==> src/rtl/if_fetch_unit.sv <==
// rtl/if_fetch_unit.sv - RV32 instruction fetch stage with prefetch FIFO and redirect flush
// Ports:
//   clk, rst                          core clock; asynchronous active-low reset
//   imem_req, imem_addr, imem_gnt     in-order word fetch requests to instruction memory
//   imem_rvalid, imem_rdata           in-order responses, at least one cycle after grant
//   redirect_valid, redirect_pc       taken branch/jump pulse and its target
//   id_valid, id_pc, id_instr         head of the prefetch FIFO presented to decode
//   id_ready                          decode consumes the head this cycle
module if_fetch_unit #(
  parameter logic [31:0] RESET_PC   = 32'h0000_0000,
  parameter int          FIFO_DEPTH = 2
) (
  input  logic        clk,
  input  logic        rst,
  output logic        imem_req,
  output logic [31:0] imem_addr,
  input  logic        imem_gnt,
  input  logic        imem_rvalid,
  input  logic [31:0] imem_rdata,
  input  logic        redirect_valid,
  input  logic [31:0] redirect_pc,
  output logic        id_valid,
  output logic [31:0] id_pc,
  output logic [31:0] id_instr,
  input  logic        id_ready
);

  localparam int          PW      = $clog2(FIFO_DEPTH);
  localparam int          CW      = PW + 1;
  localparam int          CW1     = CW + 1;
  localparam logic [CW:0] DEPTH_W = FIFO_DEPTH[CW:0];
  localparam logic [31:0] NOP     = 32'h0000_0013;

  typedef enum logic [1:0] {S_IDLE, S_FETCH, S_DRAIN} state_t;

  state_t        r_state, w_state_nxt;
  logic [31:0]   r_pc;
  logic [CW-1:0] r_out, r_drop, r_count;
  logic [PW-1:0] r_rd_ptr, r_wr_ptr, r_pcq_rd, r_pcq_wr;
  logic [31:0]   r_fifo_pc    [FIFO_DEPTH];
  logic [31:0]   r_fifo_instr [FIFO_DEPTH];
  logic [31:0]   r_pcq        [FIFO_DEPTH];

  logic          w_redirect, w_gnt, w_pop, w_push, w_id_valid;
  logic [CW:0]   w_inflight, w_drop_calc;
  logic [CW-1:0] w_drop_nxt;
  logic          w_unused_bits;

  // Buffered plus in-flight words never exceed the FIFO, so a push always finds room.
  assign w_inflight = {1'b0, r_count} + {1'b0, r_out};
  assign imem_req   = (r_state == S_FETCH) && (w_inflight < DEPTH_W);
  assign imem_addr  = r_pc;

  assign w_redirect = redirect_valid && (r_state != S_IDLE);
  assign w_gnt      = imem_req && imem_gnt;
  assign w_id_valid = (r_count != '0);
  assign w_pop      = w_id_valid && id_ready;
  // A response arriving with a redirect belongs to the abandoned path.
  assign w_push     = imem_rvalid && !w_redirect && (r_drop == '0) && (r_state == S_FETCH);

  assign id_valid = w_id_valid;
  assign id_pc    = w_id_valid ? r_fifo_pc[r_rd_ptr]    : 32'h0;
  assign id_instr = w_id_valid ? r_fifo_instr[r_rd_ptr] : NOP;

  // Everything still owed by memory after a redirect must be swallowed:
  // pending drops, live requests, a grant landing now, less a response landing now.
  assign w_drop_calc = {1'b0, r_drop} + {1'b0, r_out} + CW1'(w_gnt) - CW1'(imem_rvalid);

  assign w_unused_bits = ^{redirect_pc[1:0], w_drop_calc[CW]};

  always_comb begin
    w_drop_nxt = r_drop;
    if (w_redirect) begin
      w_drop_nxt = w_drop_calc[CW-1:0];
    end else if (imem_rvalid && (r_drop != '0)) begin
      w_drop_nxt = r_drop - CW'(1);
    end
  end

  always_comb begin
    w_state_nxt = r_state;
    case (r_state)
      S_IDLE:  w_state_nxt = S_FETCH;
      S_FETCH: if (w_redirect && (w_drop_nxt != '0)) w_state_nxt = S_DRAIN;
      S_DRAIN: begin
        if (w_redirect) begin
          w_state_nxt = (w_drop_nxt != '0) ? S_DRAIN : S_FETCH;
        end else if (r_drop == '0) begin
          w_state_nxt = S_FETCH;
        end
      end
      default: w_state_nxt = S_IDLE;
    endcase
  end

  always_ff @(posedge clk or negedge rst) begin
    if (!rst) begin
      r_state  <= S_IDLE;
      r_pc     <= RESET_PC;
      r_out    <= '0;
      r_drop   <= '0;
      r_count  <= '0;
      r_rd_ptr <= '0;
      r_wr_ptr <= '0;
      r_pcq_rd <= '0;
      r_pcq_wr <= '0;
    end else begin
      r_state <= w_state_nxt;
      r_drop  <= w_drop_nxt;
      if (w_redirect) begin
        // Any same-cycle pop is implicitly honoured: the whole FIFO is emptied.
        r_pc     <= {redirect_pc[31:2], 2'b00};
        r_out    <= '0;
        r_count  <= '0;
        r_rd_ptr <= '0;
        r_wr_ptr <= '0;
        r_pcq_rd <= '0;
        r_pcq_wr <= '0;
      end else begin
        if (w_gnt) begin
          r_pc     <= r_pc + 32'd4;
          r_pcq_wr <= r_pcq_wr + PW'(1);
        end
        if (w_push) begin
          r_pcq_rd <= r_pcq_rd + PW'(1);
          r_wr_ptr <= r_wr_ptr + PW'(1);
        end
        if (w_pop) begin
          r_rd_ptr <= r_rd_ptr + PW'(1);
        end
        r_out   <= r_out + CW'(w_gnt) - CW'(w_push);
        r_count <= r_count + CW'(w_push) - CW'(w_pop);
      end
    end
  end

  // Storage only; validity is tracked by the pointers and counters above.
  always_ff @(posedge clk) begin
    if (w_gnt && !w_redirect) begin
      r_pcq[r_pcq_wr] <= r_pc;
    end
    if (w_push) begin
      r_fifo_pc[r_wr_ptr]    <= r_pcq[r_pcq_rd];
      r_fifo_instr[r_wr_ptr] <= imem_rdata;
    end
  end

endmodule

==> config.mk <==
export PLATFORM = sky130hd
export DESIGN_NAME = if_fetch_unit
export DESIGN_NICKNAME = d
export VERILOG_FILES = /design/src/rtl/if_fetch_unit.sv
export SDC_FILE = /design/constraint.sdc
export NUM_CORES = 1
export LEC_CHECK = 0
export BUFFER_PORTS_ARGS = -buffer_cell sky130_fd_sc_hd__buf_2
export CAP_MARGIN = 25
export CORE_MARGIN = 1.5
export CORE_UTILIZATION = 45
export DETAILED_ROUTE_END_ITERATION = 12
export PLACE_DENSITY = 0.7
export REMOVE_ABC_BUFFERS = 1
export SETUP_SLACK_MARGIN = 0.4
export SYNTH_ARGS = -nofsm -noshare
export SYNTH_HDL_FRONTEND = slang
export SYNTH_SLANG_ARGS = --single-unit
==> constraint.sdc <==
create_clock -name clk -period 4.34 [get_ports clk]
set_clock_uncertainty 0.2 [all_clocks]
set_input_delay 0.868 -clock clk [delete_from_list [all_inputs] [get_ports clk]]
set_output_delay 0.868 -clock clk [all_outputs]
set_load 0.03 [all_outputs]
=== Word level (Yosys, flattened, before mapping) ===
Memory sizes are Yosys's and may differ from the RTL's.
Cells that the tools add are included.

* Register bits after elaboration: 44
* Bits of input ports: 70
* Output and inout bits: 98
* Memory bits (writable): 192
* Memories kept: 3
* Word-level logic and storage cells: 77

* $add $sub $neg: 14
* Multiplexer cells: 25
* $lt $le $gt $ge: 1
* Reduce and logical (&&, ||, !) cells: 21
* Equality and inequality tests: 4

{| class="wikitable"
|+ Memory list
! name !! words !! width !! rd ports !! clocked after memory_dff !! write ports !! RTL line !! RTL
|-
| r_fifo_instr || 2 || 32 || 1 || 0 || 1 || 41 || <nowiki>logic [31:0] r_fifo_instr [FIFO_DEPTH];</nowiki>
|-
| r_fifo_pc || 2 || 32 || 1 || 0 || 1 || 40 || <nowiki>logic [31:0] r_fifo_pc [FIFO_DEPTH];</nowiki>
|-
| r_pcq || 2 || 32 || 1 || 0 || 1 || 42 || <nowiki>logic [31:0] r_pcq [FIFO_DEPTH];</nowiki>
|}

{| class="wikitable"
|+ Operators by type and width
! operator !! count
|-
| $mux 32 || 4
|-
| $add 32x3->32 const B || 1
|-
| $mux 2 || 8
|-
| $reduce_bool 2->1 || 7
|-
| $mux 1 || 12
|-
| $logic_and 1x1->1 || 10
|-
| $add 2x1->2 || 3
|-
| $pmux 2 s3 || 1
|-
| $sub 2x1->2 || 3
|-
| $add 1x1->1 const B || 4
|-
| $logic_not 2->1 || 2
|-
| $add 2x2->3 || 1
|-
| $lt 3x2->1 const B || 1
|-
| $ne 3x3->1 const B || 1
|-
| $add 2x2->2 || 1
|-
| $eq 2x1->1 const B || 1
|-
| $eq 2x2->1 const B || 1
|-
| $ne 2x1->1 const B || 1
|-
| $reduce_and 2->1 || 1
|-
| $sub 2x1->2 const B || 1
|-
| $logic_not 1->1 || 1
|}

=== Logic depth before layout (Yosys ltp) ===
Gate-level depths: netlist (run 1).

* Depth after elaboration: 11
* Mapped depth: 12
* Depth with buffers taken out: 11

=== Least setup slack after synthesis (run 1) ===
Ideal clock, no wire load.

* Path kind: flip-flop to flip-flop
* From: register r_out[0]
* To: memory r_pcq[0][10], enable pin
* Path buffers: 1
* Arrival time: 4194 ps
* Clock period less this slack: 4849 ps
* Library setup time: 454 ps
* Setup slack: -509 ps
* Data required time: 3686 ps
* Cell stages (with the launch flop): 8
* Cell sequence: dfrtp_1 and2_1 fa_1 or4b_4 inv_2 buf_4 nand2_1 nor3_1

* Cells in the longest elaborated chain, start to end: 7

{| class="wikitable"
|+ Ends and longest elaborated chain
! element !! RTL line !! RTL
|-
| start: declaration || 38 || <nowiki>logic [CW-1:0] r_out, r_drop, r_count;</nowiki>
|-
| start signal: assignment || 131 || <nowiki>r_out <= r_out + CW'(w_gnt) - CW'(w_push);</nowiki>
|-
| $add 2x2->3 || 50 || <nowiki>assign w_inflight = {1'b0, r_count} + {1'b0, r_out};</nowiki>
|-
| $lt 3x2->1 || 51 || <nowiki>assign imem_req = (r_state == S_FETCH) && (w_inflight < DEPTH_W);</nowiki>
|-
| $logic_and 1x1->1 || 51 ||
|-
| via imem_req || 15 || <nowiki>output logic imem_req,</nowiki>
|-
| $logic_and 1x1->1 || 55 || <nowiki>assign w_gnt = imem_req && imem_gnt;</nowiki>
|-
| $logic_and 1x1->1 || 139 || <nowiki>if (w_gnt && !w_redirect) begin</nowiki>
|-
| $mux 1 || 139 ||
|-
| $mux 1 (implied by the code) || 140 || <nowiki>r_pcq[r_pcq_wr] <= r_pc;</nowiki>
|-
| end: declaration || 42 ||
|}

The timed path passes the listed nets, and every way through them passes these cells.

=== Final worst setup path (run 1) ===
* From: register r_out[0]
* To: output imem_req

* Cells in the longest elaborated chain, start to end: 3

{| class="wikitable"
|+ Ends and longest elaborated chain
! element !! RTL line
|-
| $add 2x2->3 || 50
|-
| $lt 3x2->1 || 51
|-
| $logic_and 1x1->1 || 51
|-
| end: declaration || 15
|}

No other way between the ends.

==> results of run 1 <==
kinds of logic after synthesis:
logic type / count (synthesis) / synth area share
DFF: 226 / 0.6930
and+or+nand+nor: 189 / 0.09982
muxes: 96 / 0.1052
AOI/OAI and AO/OA: 68 / 0.04773
buffers and inverters: 55 / 0.02558
xor gates and xnor gates: 16 / 0.01477
adders and majority gates: 9 / 0.01345
other: 1 / 0.0003952
metal layers:
metal | GRT usage | share of wire | up-vias
li1 | - | - | 2807
met1 | 0.2272 | 0.42 | 2902
met2 | 0.3178 | 0.51 | 199
met3 | 0.02975 | 0.055 | 25
met4 | 0.04802 | 0.017 | 0
met5 | 0 | 0 | -
through the flow:
stage / TNS (ns) / total power [mW]
detailed placement: 0 / 5.992
finish: 0 / 8.000
global placement: 0 / 5.926
CTS: 0 / 8.078
floorplan: -25.24 / 5.088
global route: 0 / 8.420
final cells by class:
class | count | area, µm² | share of cell area
sequential | 226 | 6580 | 0.5753
tap | 270 | 337.8 | 0.02954
timing repair buffer | 172 | 925.9 | 0.08095
multi-input combinational | 382 | 2715 | 0.2374
clock buffer | 30 | 654.4 | 0.05721
clock inverter | 14 | 163.9 | 0.01433
inverter | 16 | 60.06 | 0.005251
critical path, delay by kind of cell (launching register included):
family	cells	cell delay [ns]
and+or+nand+nor	2	0.77
adders and majority gates	1	0.44
buffers and inverters	2	0.52
DFF	1	0.43
placed cells by master, fill, tap and decap left out, drive strengths merged, types with 4 or more instances in the layout:
cell type	count
edfxtp	184
buf	172
nor2	87
mux2i	66
dfrtp	42
mux2	30
clkbuf	30
nand2	26
a31oi	24
or4	18
inv	17
nand3	16
o31ai	16
o21ai	15
nand4	11
xnor2	9
clkinv	8
xor2	7
ha	7
and3	5
and4	5
and2	5
or3	4
conb	4
sequential cells by signal (all words and copies together), names as in the netlist:
register,cells
r_rd_ptr,1
r_drop,2
r_pcq_rd,1
r_count,2
r_fifo_instr,64
r_state,2
r_out,2
r_fifo_pc,60
r_pcq,60
r_pcq_wr,1
r_wr_ptr,1
imem_addr,30
worst max path at each step:
| stage | from | endpoint | slack (ns) | depth (start not counted) |
|---|---|---|---|---|
| 6_report | r_out[0] | imem_req | 0.60 | 5 |
| 5_1_grt | r_out[0] | r_state[1] | 0.50 | 11 |
| 4_1_cts | r_out[0] | imem_req | 0.59 | 5 |
| 3_5_place_dp | r_out[0] | r_state[1] | 0.72 | 11 |
| 3_3_place_gp | r_out[0] | r_state[1] | 0.85 | 11 |
| 2_1_floorplan | r_out[0] | r_pcq[0][10] | -0.51 | 6 |
power breakdown:
| group | internal (mW) | switching, mW | total [mW] |
|---|---|---|---|
| Sequential | 2.82 | 0.442 | 3.26 |
| Combinational | 0.878 | 1.79 | 2.67 |
| Clock | 1.26 | 0.814 | 2.07 |
==> flow_metrics.tcl, run 1 <==
set metrics [dict create \
    grt_pass1_wl_um 30770 \
    power_density_mw_per_mm2 699.5 \
    synth_seq_cells 226 \
    root_buffer "clkbuf_16" \
    yosys_warnings 0 \
    worstReg2RegStart "r_out[0]" \
    grt_max_degree 63 \
    fill_cells 1668 \
    dpl.hpwl_um 12890 \
    slowest_stage "or4b_4" \
    grt_overflow 0 \
    place_ws_ns 0.7187 \
    insertion_delay_ns 0.50 \
    path_max_fanout 12 \
    drive_above_1_share 0.3024 \
    gp_congestion 0.7762 \
    drtIter0Drc 250 \
    synth_edf_count 184 \
    post_cts_buffers 0 \
    cts-buffers-inserted 24 \
    synth_top_area_frac 0.5823 \
    dp.cells 1065 \
    htreeDepth 1 \
    ys_seq_area_frac 0.6930 \
    fin_crit_sh 0.8622 \
    slowest_delay_ns 0.58 \
    critPathArrivalTime_ns 2.67 \
    period_needed_ns 3.742 \
    die_w_um 148.2 \
    fin_nets 901 \
    first_pass_iters 5 \
    die_y_um 148.2 \
    crit_path_start_kind "flip-flop" \
    vias 5933 \
    hold_path.class "primary input to asynchronous set/reset pin" \
    max_freq_mhz 267.3 \
    setup_viol 0 \
    whs_ns 0.09965 \
    path_cells "and2_1, fa_1, or4b_4, inv_2, buf_2" \
    initial_core_util 0.4645 \
    synthTopCellsByArea "edfxtp_1, dfrtp_1, mux2i_1" \
    vias_per_cell 5.345 \
    stdcell_area_mm2 0.01144 \
    ios 168 \
    peakVddDrop_v 0.0004135 \
    area_delta_synth_final_pct 20.53 \
    rsz0062_at_grt "no" \
    antennaDiodeCount 0 \
    slew_violations 0 \
    grtUsageTotal 0.1788 \
    netlist_top_cells_count "edfxtp_1, nor2_1, mux2i_1" \
    worstSetupPathType "flip-flop to output port" \
    power.leakage_nw 4.352 \
    slew_headroom 0.3843 \
    cts_resized 0 \
    num_rows 52 \
    post-route-util 0.5598 \
    hold_viol 0 \
    netlist_area_mm2 0.009489 \
    die-area_mm2 0.02197 \
    synth.avg_cell_area_um2 14.38 \
    coreArea_mm2 0.02043 \
    fin_ws_ns 0.5982 \
    crit_required_ns 3.27 \
    max_cap_violations 0 \
    r2r_cells 11 \
    dpl_cell_area_mm2 0.01060 \
    worst_pin_slew_ns 0.9236 \
    async_flop_share 0.1858 \
    port_buffers 161 \
    cts_sinks 226 \
    grt_pass1_vias 5790 \
    synth_ff_type "edfxtp_1" \
    end_kind "output port" \
    ys_types 48 \
    status "finished clean" \
    rr_endpoint "r_state[1]" \
    instances_no_fill 1110 \
    r2r_slack_ns 0.71 \
    hold_buffers 0 \
    drc 0 \
    routedWlPerCell_um 17.73 \
    synth.most_common_cell "edfxtp_1" \
    yosysTopAreaCell "edfxtp_1" \
    ant_nets 0 \
    clk_pin_slew_worst_paths_ns 0.06 \
    syn_inst 660 \
    antenna_found_initial 0 \
    cts_tree "built" \
    clk_path_buf_depth 3 \
    wirelength_um 19680 \
]
Note: power is estimated with default switching activity, not from simulation.
==> inputs of run 2 (changes only) <==
Settings changed: CTS_CLUSTER_SIZE set to 24, PLACE_DENSITY 0.7 to 0.67, SETUP_SLACK_MARGIN 0.4 to 0.3.
Clock period 4.34 ns to 3.9 ns, I/O delays scaled along.
==> run 2 against run 1 <==
Sequential cell count stayed put. Largest cell class unchanged. Sequential share of layout area is 0.26 points lower. Clock power is 14% higher. Non-clock buffer count is 4 higher. Utilization is 0.25 points higher. Hold slack better by 0.14 ns. First-iteration DRC count is 29% higher. Wire length is 3.8% higher. Critical endpoint unchanged. Critical path type unchanged. Die area stayed put.
==> flow_metrics.tcl, run 2 (same netlist as run 1, synthesis figures left out) <==
set metrics [dict create \
    peakVddDrop_v 0.0003925 \
    post-route-util 0.5623 \
    multi_input_area_mm2 0.002723 \
    max_cap_violations 0 \
    clk_pin_slew_worst_paths_ns 0.06 \
    tns_ns 0 \
    htreeDepth 1 \
    antennaDiodeCount 0 \
    power.total_mw 9.009 \
    ff_latch_area_mm2 0.006580 \
    ios 168 \
    vias_per_cell 5.359 \
    worstSetupPathType "flip-flop to output port" \
    hold_viol 0 \
    power.leakage_nw 4.381 \
    layout_common_cells "edfxtp_1, buf_2, nor2_1, mux2i_1, dfrtp_1" \
    grt_overflow 0 \
    vias 5970 \
    clk_path_buf_depth 3 \
    status "finished clean" \
    cts_sinks 226 \
    slew_violations 0 \
    critPathArrivalTime_ns 2.53 \
    grtUsageTotal 0.1836 \
    coreArea_mm2 0.02043 \
    gp_congestion 0.8195 \
    instances_no_fill 1114 \
    fin_crit_sh 0.8993 \
    insertion_delay_ns 0.53 \
    fin_ws_ns 0.3929 \
    die_y_um 148.2 \
    crit_path_start_kind "flip-flop" \
    routedWlPerCell_um 18.34 \
    grt_pass1_vias 5979 \
    die-area_mm2 0.02197 \
    largest_registers "r_fifo_instr (64), r_fifo_pc (60), r_pcq (60)" \
    slew_headroom 0.5162 \
    whs_ns 0.2399 \
    dpl.hpwl_um 13460 \
    root_buffer "clkbuf_16" \
    layout_commonest_cell "edfxtp_1" \
    cts_tree "built" \
    dp.cells 1068 \
    path_max_fanout 12 \
    post_cts_buffers 0 \
    initial_core_util 0.4645 \
    grt_pass1_wl_um 31540 \
    max_freq_mhz 285.1 \
    dpl_cell_area_mm2 0.01062 \
    rsz0062_at_grt "no" \
    wirelength_um 20430 \
    antenna_found_initial 0 \
    fin_nets 905 \
    ant_nets 0 \
    end_kind "output port" \
    power_density_mw_per_mm2 784.2 \
    stdcell_area_mm2 0.01149 \
    drc 0 \
    die_w_um 148.2 \
    worst_pin_slew_ns 0.7256 \
    setup_viol 0 \
    period_needed_ns 3.507 \
    grt_max_degree 53 \
    top_register "r_fifo_instr" \
    drtIter0Drc 322 \
    cts-buffers-inserted 24 \
    fill_cells 1708 \
    crit_required_ns 2.92 \
    num_rows 52 \
    port_buffers 161 \
    place_ws_ns 0.3272 \
    first_pass_iters 4 \
    drive_above_1_share 0.3009 \
    hold_path.class "primary input to flip-flop" \
    largest_reg_flops 64 \
    area_delta_synth_final_pct 21.07 \
]
[run 2: changes by cell type in the layout (fill, tap and decap cells not counted), sizes merged]
| cell | before | now |
|---|---|---|
| clkinvlp | 2 | 0 |
| clkinv | 8 | 7 |
| clkbuf | 30 | 33 |
| buf | 172 | 174 |
| dlygate4sd3 | 0 | 1 |
| bufinv | 3 | 4 |
[run 2: report_power, final]
group | switching, mW | total (mW) | internal [mW]
clock | 0.915 | 2.35 | 1.44
combinational | 2.06 | 3.05 | 0.995
sequential | 0.469 | 3.60 | 3.13
[run 2: what timing repair did]
action,in CTS,in global routing
endpoints found under the hold margin,0,4
endpoints found under the setup margin,1,2
hold buffers,0,1
gates resized for setup,1,3
[run 2: path summary, 6_finish.rpt]
check                               start                  end  slack (ns)  depth (start not counted)
setup reg to reg               r_count[0]           r_state[1]        0.47                         11
setup / recovery               r_count[0]             imem_req        0.39                          5
hold / removal             imem_rdata[21]  r_fifo_instr[1][21]        0.24                          1
min in group asynchronous             rst         imem_addr[7]        0.45                          2
max in group asynchronous             rst             r_rd_ptr        2.58                          3
hold reg to reg              r_pcq[1][11]     r_fifo_pc[0][11]        0.35                          1
[run 2: cell type report]
type	instances	share of cell area
clock buffer	32	0.05663
sequential	226	0.5728
timing repair buffer	176	0.08364
multi-input combinational	382	0.2370
inverter	16	0.005663
clock inverter	12	0.01492
tap	270	0.02941
[run 2: critical path: stages, from the launching register on]
cell      delay [ns]
dfrtp_1         0.43
and2_1          0.18
fa_1            0.45
or4b_4          0.61
inv_6           0.14
clkbuf_4        0.21
[run 2: metal layers]
metal / wire (µm) / share of wire / vias up / GRT usage
met5: 0 / 0 / - / 0
met4: 442 / 0.022 / 0 / 0.06238
met3: 1366 / 0.067 / 35 / 0.03926
met2: 10320 / 0.51 / 203 / 0.3213
met1: 8300 / 0.41 / 2918 / 0.2264
li1: - / - / 2814 / -
